$ cat src/rtl/inv_sbox_builder_if.sv
// Lookup handshake between the decryption datapath and the inverse S-box builder.
// The builder side uses the slave modport; the requester uses master.
interface inv_sbox_builder_if;
    logic       req_v_i;
    logic [7:0] req_addr_i;
    logic       req_ready_o;
    logic       resp_v_o;
    logic [7:0] resp_data_o;

    modport slave (
        input  req_v_i,
        input  req_addr_i,
        output req_ready_o,
        output resp_v_o,
        output resp_data_o
    );

    modport master (
        output req_v_i,
        output req_addr_i,
        input  req_ready_o,
        input  resp_v_o,
        input  resp_data_o
    );
endinterface

$ cat src/rtl/inv_sbox_builder.sv
// Builds the AES inverse S-box at run time from the forward ROM, then serves lookups.
// Optional post-build table verification is enabled by defining INV_SBOX_SELFCHECK_EN.
module rom_sbox (
    input  logic [7:0] rom_addr,
    output logic [7:0] data_o
);
    localparam logic [2047:0] SBOX_ROM = {
        128'h637c777bf26b6fc53001672bfed7ab76, 128'hca82c97dfa5947f0add4a2af9ca472c0,
        128'hb7fd9326363ff7cc34a5e5f171d83115, 128'h04c723c31896059a071280e2eb27b275,
        128'h09832c1a1b6e5aa0523bd6b329e32f84, 128'h53d100ed20fcb15b6acbbe394a4c58cf,
        128'hd0efaafb434d338545f9027f503c9fa8, 128'h51a3408f929d38f5bcb6da2110fff3d2,
        128'hcd0c13ec5f974417c4a77e3d645d1973, 128'h60814fdc222a908846eeb814de5e0bdb,
        128'he0323a0a4906245cc2d3ac629195e479, 128'he7c8376d8dd54ea96c56f4ea657aae08,
        128'hba78252e1ca6b4c6e8dd741f4bbd8b8a, 128'h703eb5664803f60e613557b986c11d9e,
        128'he1f8981169d98e949b1e87e9ce5528df, 128'h8ca1890dbfe6426841992d0fb054bb16
    };

    // Entry 0 sits in the most significant byte; ~addr*8 is its bit offset.
    assign data_o = SBOX_ROM[{~rom_addr, 3'b000} +: 8];
endmodule

module inv_sbox_builder #(
    parameter int unsigned BUILD_CNT_W = 9
) (
    input  logic                 clk_i,
    input  logic                 reset_n_i,
    input  logic                 rebuild_i,
    inv_sbox_builder_if.slave    lookup,
    output logic                 table_ready_o,
    output logic                 busy_o,
    output logic                 err_o
);
`ifdef INV_SBOX_SELFCHECK_EN
    typedef enum logic [1:0] {IDLE, BUILD, CHECK, READY} state_t;
`else
    typedef enum logic [1:0] {IDLE, BUILD, READY} state_t;
`endif

    state_t                 state_q;
    logic [BUILD_CNT_W-1:0] cnt_q;
    logic [BUILD_CNT_W-1:0] cnt_nxt;
    logic [7:0]             rom_data;
    logic [7:0]             table_q [256];
    logic                   req_ready_q;
    logic                   resp_v_q;
    logic [7:0]             resp_data_q;
    logic                   table_ready_q;
    logic                   busy_q;
    logic                   accept;

    rom_sbox u_rom (
        .rom_addr (cnt_q[7:0]),
        .data_o   (rom_data)
    );

    assign cnt_nxt = cnt_q + BUILD_CNT_W'(1);
    assign accept  = lookup.req_v_i && req_ready_q;

    // Table storage carries no reset; its contents are meaningless until BUILD completes.
    always_ff @(posedge clk_i) begin
        if (state_q == BUILD) begin
            table_q[rom_data] <= cnt_q[7:0];
        end
    end

`ifdef INV_SBOX_SELFCHECK_EN
    logic err_q;
`endif

    always_ff @(posedge clk_i or negedge reset_n_i) begin
        if (!reset_n_i) begin
            state_q       <= IDLE;
            cnt_q         <= '0;
            req_ready_q   <= 1'b0;
            resp_v_q      <= 1'b0;
            resp_data_q   <= '0;
            table_ready_q <= 1'b0;
            busy_q        <= 1'b0;
`ifdef INV_SBOX_SELFCHECK_EN
            err_q         <= 1'b0;
`endif
        end else begin
            // A request accepted alongside rebuild_i still reads the old table here.
            resp_v_q <= accept;
            if (accept) begin
                resp_data_q <= table_q[lookup.req_addr_i];
            end
            case (state_q)
                IDLE: begin
                    state_q <= BUILD;
                    cnt_q   <= '0;
                    busy_q  <= 1'b1;
                end
                BUILD: begin
                    if (rebuild_i) begin
                        cnt_q <= '0;
                    end else if (cnt_nxt[BUILD_CNT_W-1]) begin
                        cnt_q <= '0;
`ifdef INV_SBOX_SELFCHECK_EN
                        state_q <= CHECK;
`else
                        state_q       <= READY;
                        busy_q        <= 1'b0;
                        table_ready_q <= 1'b1;
                        req_ready_q   <= 1'b1;
`endif
                    end else begin
                        cnt_q <= cnt_nxt;
                    end
                end
`ifdef INV_SBOX_SELFCHECK_EN
                CHECK: begin
                    if (table_q[rom_data] != cnt_q[7:0]) begin
                        err_q <= 1'b1;
                    end
                    if (rebuild_i) begin
                        state_q <= BUILD;
                        cnt_q   <= '0;
                    end else if (cnt_nxt[BUILD_CNT_W-1]) begin
                        state_q       <= READY;
                        cnt_q         <= '0;
                        busy_q        <= 1'b0;
                        table_ready_q <= 1'b1;
                        req_ready_q   <= 1'b1;
                    end else begin
                        cnt_q <= cnt_nxt;
                    end
                end
`endif
                READY: begin
                    if (rebuild_i) begin
                        state_q       <= BUILD;
                        cnt_q         <= '0;
                        busy_q        <= 1'b1;
                        table_ready_q <= 1'b0;
                        req_ready_q   <= 1'b0;
                    end
                end
                default: state_q <= IDLE;
            endcase
        end
    end

    assign lookup.req_ready_o = req_ready_q;
    assign lookup.resp_v_o    = resp_v_q;
    assign lookup.resp_data_o = resp_data_q;
    assign table_ready_o      = table_ready_q;
    assign busy_o             = busy_q;
`ifdef INV_SBOX_SELFCHECK_EN
    assign err_o = err_q;
`else
    assign err_o = 1'b0;
`endif
endmodule

$ cat src/flat_wrapper.sv
// flat-port wrapper written by rule: the top's interface ports become plain ports
module inv_sbox_builder_flat 
#(
    parameter int unsigned BUILD_CNT_W = 9
)
  (clk_i, reset_n_i, rebuild_i, table_ready_o, busy_o, err_o, lookup_req_v_i, lookup_req_addr_i, lookup_req_ready_o, lookup_resp_v_o, lookup_resp_data_o);
  inv_sbox_builder_if lookup_i ();
  input  logic clk_i;
  input  logic reset_n_i;
  input  logic rebuild_i;
  output logic table_ready_o;
  output logic busy_o;
  output logic err_o;
  input wire logic [$bits(lookup_i.req_v_i)-1:0] lookup_req_v_i;
  input wire logic [$bits(lookup_i.req_addr_i)-1:0] lookup_req_addr_i;
  output wire logic [$bits(lookup_i.req_ready_o)-1:0] lookup_req_ready_o;
  output wire logic [$bits(lookup_i.resp_v_o)-1:0] lookup_resp_v_o;
  output wire logic [$bits(lookup_i.resp_data_o)-1:0] lookup_resp_data_o;
  assign lookup_i.req_v_i = lookup_req_v_i;
  assign lookup_i.req_addr_i = lookup_req_addr_i;
  assign lookup_req_ready_o = lookup_i.req_ready_o;
  assign lookup_resp_v_o = lookup_i.resp_v_o;
  assign lookup_resp_data_o = lookup_i.resp_data_o;
  inv_sbox_builder #(.BUILD_CNT_W(BUILD_CNT_W)) u_core (.clk_i(clk_i), .reset_n_i(reset_n_i), .rebuild_i(rebuild_i), .lookup(lookup_i), .table_ready_o(table_ready_o), .busy_o(busy_o), .err_o(err_o));
endmodule
$ cat config.mk
export PLATFORM = sky130hd
export DESIGN_NAME = inv_sbox_builder_flat
export DESIGN_NICKNAME = d
export VERILOG_FILES = /design/src/rtl/inv_sbox_builder_if.sv /design/src/rtl/inv_sbox_builder.sv /design/src/flat_wrapper.sv
export SDC_FILE = /design/constraint.sdc
export NUM_CORES = 2
export LEC_CHECK = 0
export CORE_MARGIN = 3
export CORE_UTILIZATION = 30
export DETAILED_ROUTE_END_ITERATION = 10
export GPL_TIMING_DRIVEN = 0
export PLACE_DENSITY_LB_ADDON = 0.25
export SYNTH_ARGS = -nofsm -noshare
export SYNTH_HDL_FRONTEND = slang
export SYNTH_SLANG_ARGS = --single-unit
$ cat constraint.sdc
create_clock -name clk_i -period 9.6 [get_ports clk_i]
set_clock_uncertainty 0.2 [all_clocks]
set_input_delay 1.44 -clock clk_i [delete_from_list [all_inputs] [get_ports clk_i]]
set_output_delay 1.44 -clock clk_i [all_outputs]
set_load 0.02 [all_outputs]
======== Yosys cells after proc, flatten, opt, wreduce, memory -nomap -nowiden ========
Memories as Yosys holds them, arrays and structs flattened. A register that Yosys moved wholly into a read port is not among the register bits.
Cells that the tools add are included.
cells by class
  $add $sub $neg .......................... 1
  eq/ne operators ......................... 5
  shift operators ......................... 1
  multiplexer cells ....................... 18
  bitwise gates (word level) .............. 1
  reduce and logical (&&, ||, !) cells .... 9
operator list
  operator                                                                          count
  2048-bit by 12-bit variable part select with 8-bit output (first input constant)  1
  9-bit case mux with 3 select lines                                                1
  9-bit two-way mux                                                                 2
  9-bit by 1-bit adder with 9-bit output (second input constant)                    1
  1-bit two-way mux                                                                 8
  8-bit two-way mux                                                                 1
  8-bit NOT                                                                         1
  4-bit AND reduction                                                               2
  2-bit two-way mux                                                                 3
  2-bit case mux with 3 select lines                                                1
  2-bit != test (second input constant)                                             2
  1-bit case mux with 3 select lines                                                1
  3-bit AND reduction                                                               1
  3-bit nonzero test                                                                1
  2-bit by 1-bit equality test with 1-bit output (second input constant)            1
  2-bit equality test (second input constant)                                       1
  2-bit zero test                                                                   1
  2-bit by 1-bit != test with 1-bit output (second input constant)                  1
  1-bit case mux with 2 select lines                                                1
  2-bit AND reduction                                                               1
  2-bit nonzero test                                                                1
  1-bit logical AND                                                                 1
  1-bit zero test                                                                   1
storage, ports and cells
  flip-flop bits (word level) ............. 14
  memory bits (writable) .................. 2048
  input port bits ......................... 12
  output and inout bits ................... 13
  logic and storage cells ................. 41
  memories kept ........................... 1
memories
  name            words  bits a word  read ports  clocked after Yosys merged registers in  wr ports  RTL line                RTL
  u_core.table_q  256    8            1           1                                        1         inv_sbox_builder.sv:43  logic [7:0] table_q [256];

======== Logic depth before layout (Yosys ltp) ========
  word-level depth ........................ 4
  mapped depth ............................ 15
  depth with buffers taken out ............ 10

======== Modules after synthesis ========
Synthesis repeated with hierarchy kept, for this count alone.
unflattened totals
  cell total of the unflattened synthesis .. 4601
  area total of the unflattened synthesis .. 84444.7 um^2
by module, submodules not included
  module            times used  cells an instance  area each (um^2)  sequential area each (um^2)
  inv_sbox_builder  1           4045               80946.4           62024.5
  rom_sbox          1           556                3498.4            0.0

======== Worst setup path before layout ========
No wires, ideal clock.
  kind .................................... reg2reg
  start point ............................. reg u_core.cnt_q[1]
  end point ............................... mem u_core.table_q[152][0], enable pin
  arrival time ............................ 7624 ps
  path slack .............................. 1381 ps
  cell stages (with the launch flop) ...... 15
  path buffers ............................ 5
  cells stage by stage .................... dfrtp_1 -> buf_2 -> buf_1 -> inv_1 -> ha_1 -> buf_2 -> clkbuf_1 -> mux2i_1 -> a221o_1 -> a21oi_1 -> nand3_1 -> a31o_2 -> buf_2 -> or3_1 -> nor4_1
between the ends
  cells in the longest elaborated chain, start to end .. 2
ends and longest elaborated chain
  what                                                       RTL line                 RTL
  from (decl)                                                inv_sbox_builder.sv:40   logic [BUILD_CNT_W-1:0] cnt_q;
  from (signal assigned)                                     inv_sbox_builder.sv:108  cnt_q <= cnt_nxt;
  8-bit NOT                                                  inv_sbox_builder.sv:19   assign data_o = SBOX_ROM[{~rom_addr, 3'b000} +: 8];
  2048-bit by 12-bit variable part select with 8-bit output  inv_sbox_builder.sv:19
  to (decl)                                                  inv_sbox_builder.sv:43
Every way passes these cells.

======== Worst setup path in the final report ========
  start point ............................. reg u_core.cnt_q[1]
  end point ............................... mem u_core.table_q[123][5], enable pin
The elaborated chain is that of the path after synthesis.

==> run metrics <==
met3 GRT Util=6.69%; met2 Use GR=38.6%; most numerous cell in the Yosys netlist=edfxtp_1; post-synthesis cell count=4,499; Core Area=0.280 mm2; Clock transition at path regs=0.06 ns; met1 Track Usage GR=34.0%; site row count=approximately 190; peak supply drop=218 uV; Ys Warns=0; Clock Sinks=2,069; Setup WS pre-CTS=0.00951 ns; hold-fix buffer count after cts=0; multi-input combinational cell area=around 0.022 mm2; die extent in x=537 um; TritonCTS clock tree=yes; max_cap viols=16; area growth from synthesis to layout=16.9%; register area share after synthesis=73.4%; status=finished with violations; largest net degree at the start of global routing=91; initial antenna violation count=26; Vias/cell=6.03; crit path kind=flip-flop to flip-flop; crit end category=flip-flop; Cells after DPL=between 8k and 9k; global-route layer with the greatest usage=met2; Hold Fails Final Rpt=0; Layout Cells excl Fill=8,762; combinational share of power=7.8%; Initial Util=30.2%; Total Power=19.4 mW; final wirelength=380 mm; vias=52.9k; share of layout cells above drive strength 1=26.0%; crit path to=u_core.table_q[123][5]; Inserted Clock Buffers=approximately 210; Arr. time, crit path=10.05 ns; clk_lat worst skew=0.91 ns; Int Power=~15 mW; Worst Tran Pin Value=about 1.7 ns; first-pass GRT wire length=~500 mm; Clk pwr share=around 40%; Setup crit start kind=flip-flop; Final min period=9.75 ns; r2r endpoint=u_core.table_q[123][5]; GPL Wtd Cong=0.992; Core Util, Final=35.3%; fin worst setup slack=-0.148 ns; worst r2r src=u_core.cnt_q[1]; WL/cell=around 43 um; Mapped Area=0.0845 mm2; min-delay worst type=flip-flop to flip-flop; Yosys top cell by area=edfxtp_1; Seq. cell area=0.0621 mm2; Synth cell types=92; Crit. Startpoint=u_core.cnt_q[1]; htree depth=4; Overflow after GRT=0; Syn Area/Cell=between 15 and 20 um2; Post-synth EDFFs=about 2.0k; Fin Setup TNS=-4.33 ns; RSZ-0062 raised after global routing=false; Final HPWL DP=roughly 260 mm; die height=537 um; Layout Nets=4,892; Routed Antenna Nets=0; Sequential Power Share=between 50 and 60%; synth cell count leaders=edfxtp_1 (2,048), mux4_2 (444), nor3_1 (224); Total GRT Usage=between 20% and 30%; Sw Share=24.9%; Setup-failing EPs final=48; top_reg_cell synth=edfxtp_1; Yosys reg bits=2,069; Slew Limit Fails=86; Root Buffer Master=clkbuf_16; vias in the first global route=between 50k and 60k; Rel. slew slack=-11.3%; leakage=30.1 nW; crit-path max FO=50; postcts setup bufs=0; # fillers=26.2k; flop2flop setup slack=-0.15 ns; failing checks=max-capacitance violations, max-slew violations, negative setup slack; Synth Net Count=~4.5k; FF-to-FF path depth=15; Max Fclk=~100 MHz; Max Root-Sink Buffers=3; net switching power=4.82 mW; async set or reset register ratio after synthesis=1.01%; io pins=25; Synth top area share=72.8%; Power Density=just under 200 mW/mm2; Crit path required time=a little under 10 ns; die area=about 0.29 mm2; Final period util=102%; I/O Buffers=20; number of DRC markers in iteration 0=9,692; First-pass DRT Iterations=6; DRC violations left=0; Synth area leaders=edfxtp_1 (73%), mux4_2 (12%), mux2i_1 (2.3%)
-- how the worst min path moves through the flow --
stage,start,endpoint,slack (ns),cells after the start
2_1_floorplan,u_core.state_q[1],u_core.busy_o,0.30,1
3_3_place_gp,u_core.state_q[0],u_core.busy_o,0.35,1
3_5_place_dp,u_core.state_q[1],u_core.busy_o,0.36,1
4_1_cts,u_core.state_q[0],u_core.busy_o,0.38,1
5_1_grt,u_core.state_q[0],u_core.busy_o,0.43,1
6_report,u_core.state_q[0],u_core.busy_o,0.38,1
-- what timing repair did --
action,4_1_cts,5_1_grt
hold endpoints to repair,0,0
endpoints found under the setup margin,0,9
gates resized for setup,0,2
-- cell usage in the layout (no fill, tap or decap), types with 19 or more instances in the layout --
master / count
edfxtp_1: 2048
mux4_2: 444
clkbuf_16: 210
mux2i_1: 195
clkbuf_1: 155
nor3_2: 147
nand2_1: 128
buf_2: 124
nor2_1: 107
a21oi_1: 96
buf_4: 87
o21ai_0: 85
nor3_1: 78
nand3_1: 71
a22oi_1: 71
o22ai_1: 63
clkinv_1: 59
buf_6: 50
o221ai_1: 46
clkbuf_2: 44
nand2b_1: 42
nor2b_1: 35
nand4_1: 33
nor4_2: 33
buf_16: 29
a31oi_1: 27
clkinv_2: 27
a221oi_1: 24
o211ai_1: 23
a211oi_1: 22
a311oi_1: 21
ha_1: 19
clkdlybuf4s50_1: 19
-- per-stage QoR --
step	cell area [um2]	hold WS, ns
2_1_floorplan	84500	0.304
3_3_place_gp	89400	0.355
3_5_place_dp	92100	0.363
4_1_cts	98600	0.382
5_1_grt	98800	0.427
6_report	98800	0.385
-- registers in the layout, summed over array words and instances (netlist names) --
signal,cells
u_core.table_q,2048
u_core.cnt_q,8
u_core.lookup.resp_data_o,8
u_core.state_q,2
u_core.busy_o,1
u_core.lookup.req_ready_o,1
u_core.lookup.resp_v_o,1
-- per-layer routing --
layer,up-vias,part of all wire [%]
li1,19600,-
met1,28400,38
met2,4049,44
met3,840,11
met4,4,6.7
met5,-,0.0087
-- power by group through the flow --
stage | clock (mW) | sequential [mW] | combinational (mW)
4_1_cts | 7.97 | 9.92 | 1.45
5_1_grt | 8.32 | 9.92 | 1.49
3_3_place_gp | 0 | 10.2 | 1.32
2_1_floorplan | 0 | 10.2 | 0.577
3_5_place_dp | 0 | 10.1 | 1.45
6_report | 7.96 | 9.92 | 1.52
-- final cells by class --
cell class,instances,share of cell area (%)
multi-input cells,2071,22.0
plain buffers,338,1.74
inverters,21,0.0798
repair buffers,153,2.09
well taps,3724,4.72
flip-flops and latches,2069,62.8
diodes,9,0.0228
clock buffers,260,5.51
clock inverters,117,1.05
-- kinds of logic after synthesis --
logic type	share of synthesized area (%)
flops	73.4
simple gates	4.58
mux	14.3
compound gates	5.44
buf+inv	2.05
fa+ha+maj	0.281
other cells	0.00444
xor+xnor	0.0104
-- critical path, stage by stage, from the launching register on --
cell      delay, ns
dfrtp_4        0.87
buf_12         0.31
buf_2          0.35
buf_1          0.64
inv_1          0.46
ha_1           0.45
buf_2          0.28
nand2b_1       0.50
o2111a_1       0.30
a311oi_1       0.08
a221oi_1       1.14
or3_1          0.36
buf_4          0.27
nand4_1        1.09
buf_2          0.81
nor3_1         1.19
Power figures use the tool's default switching activity.
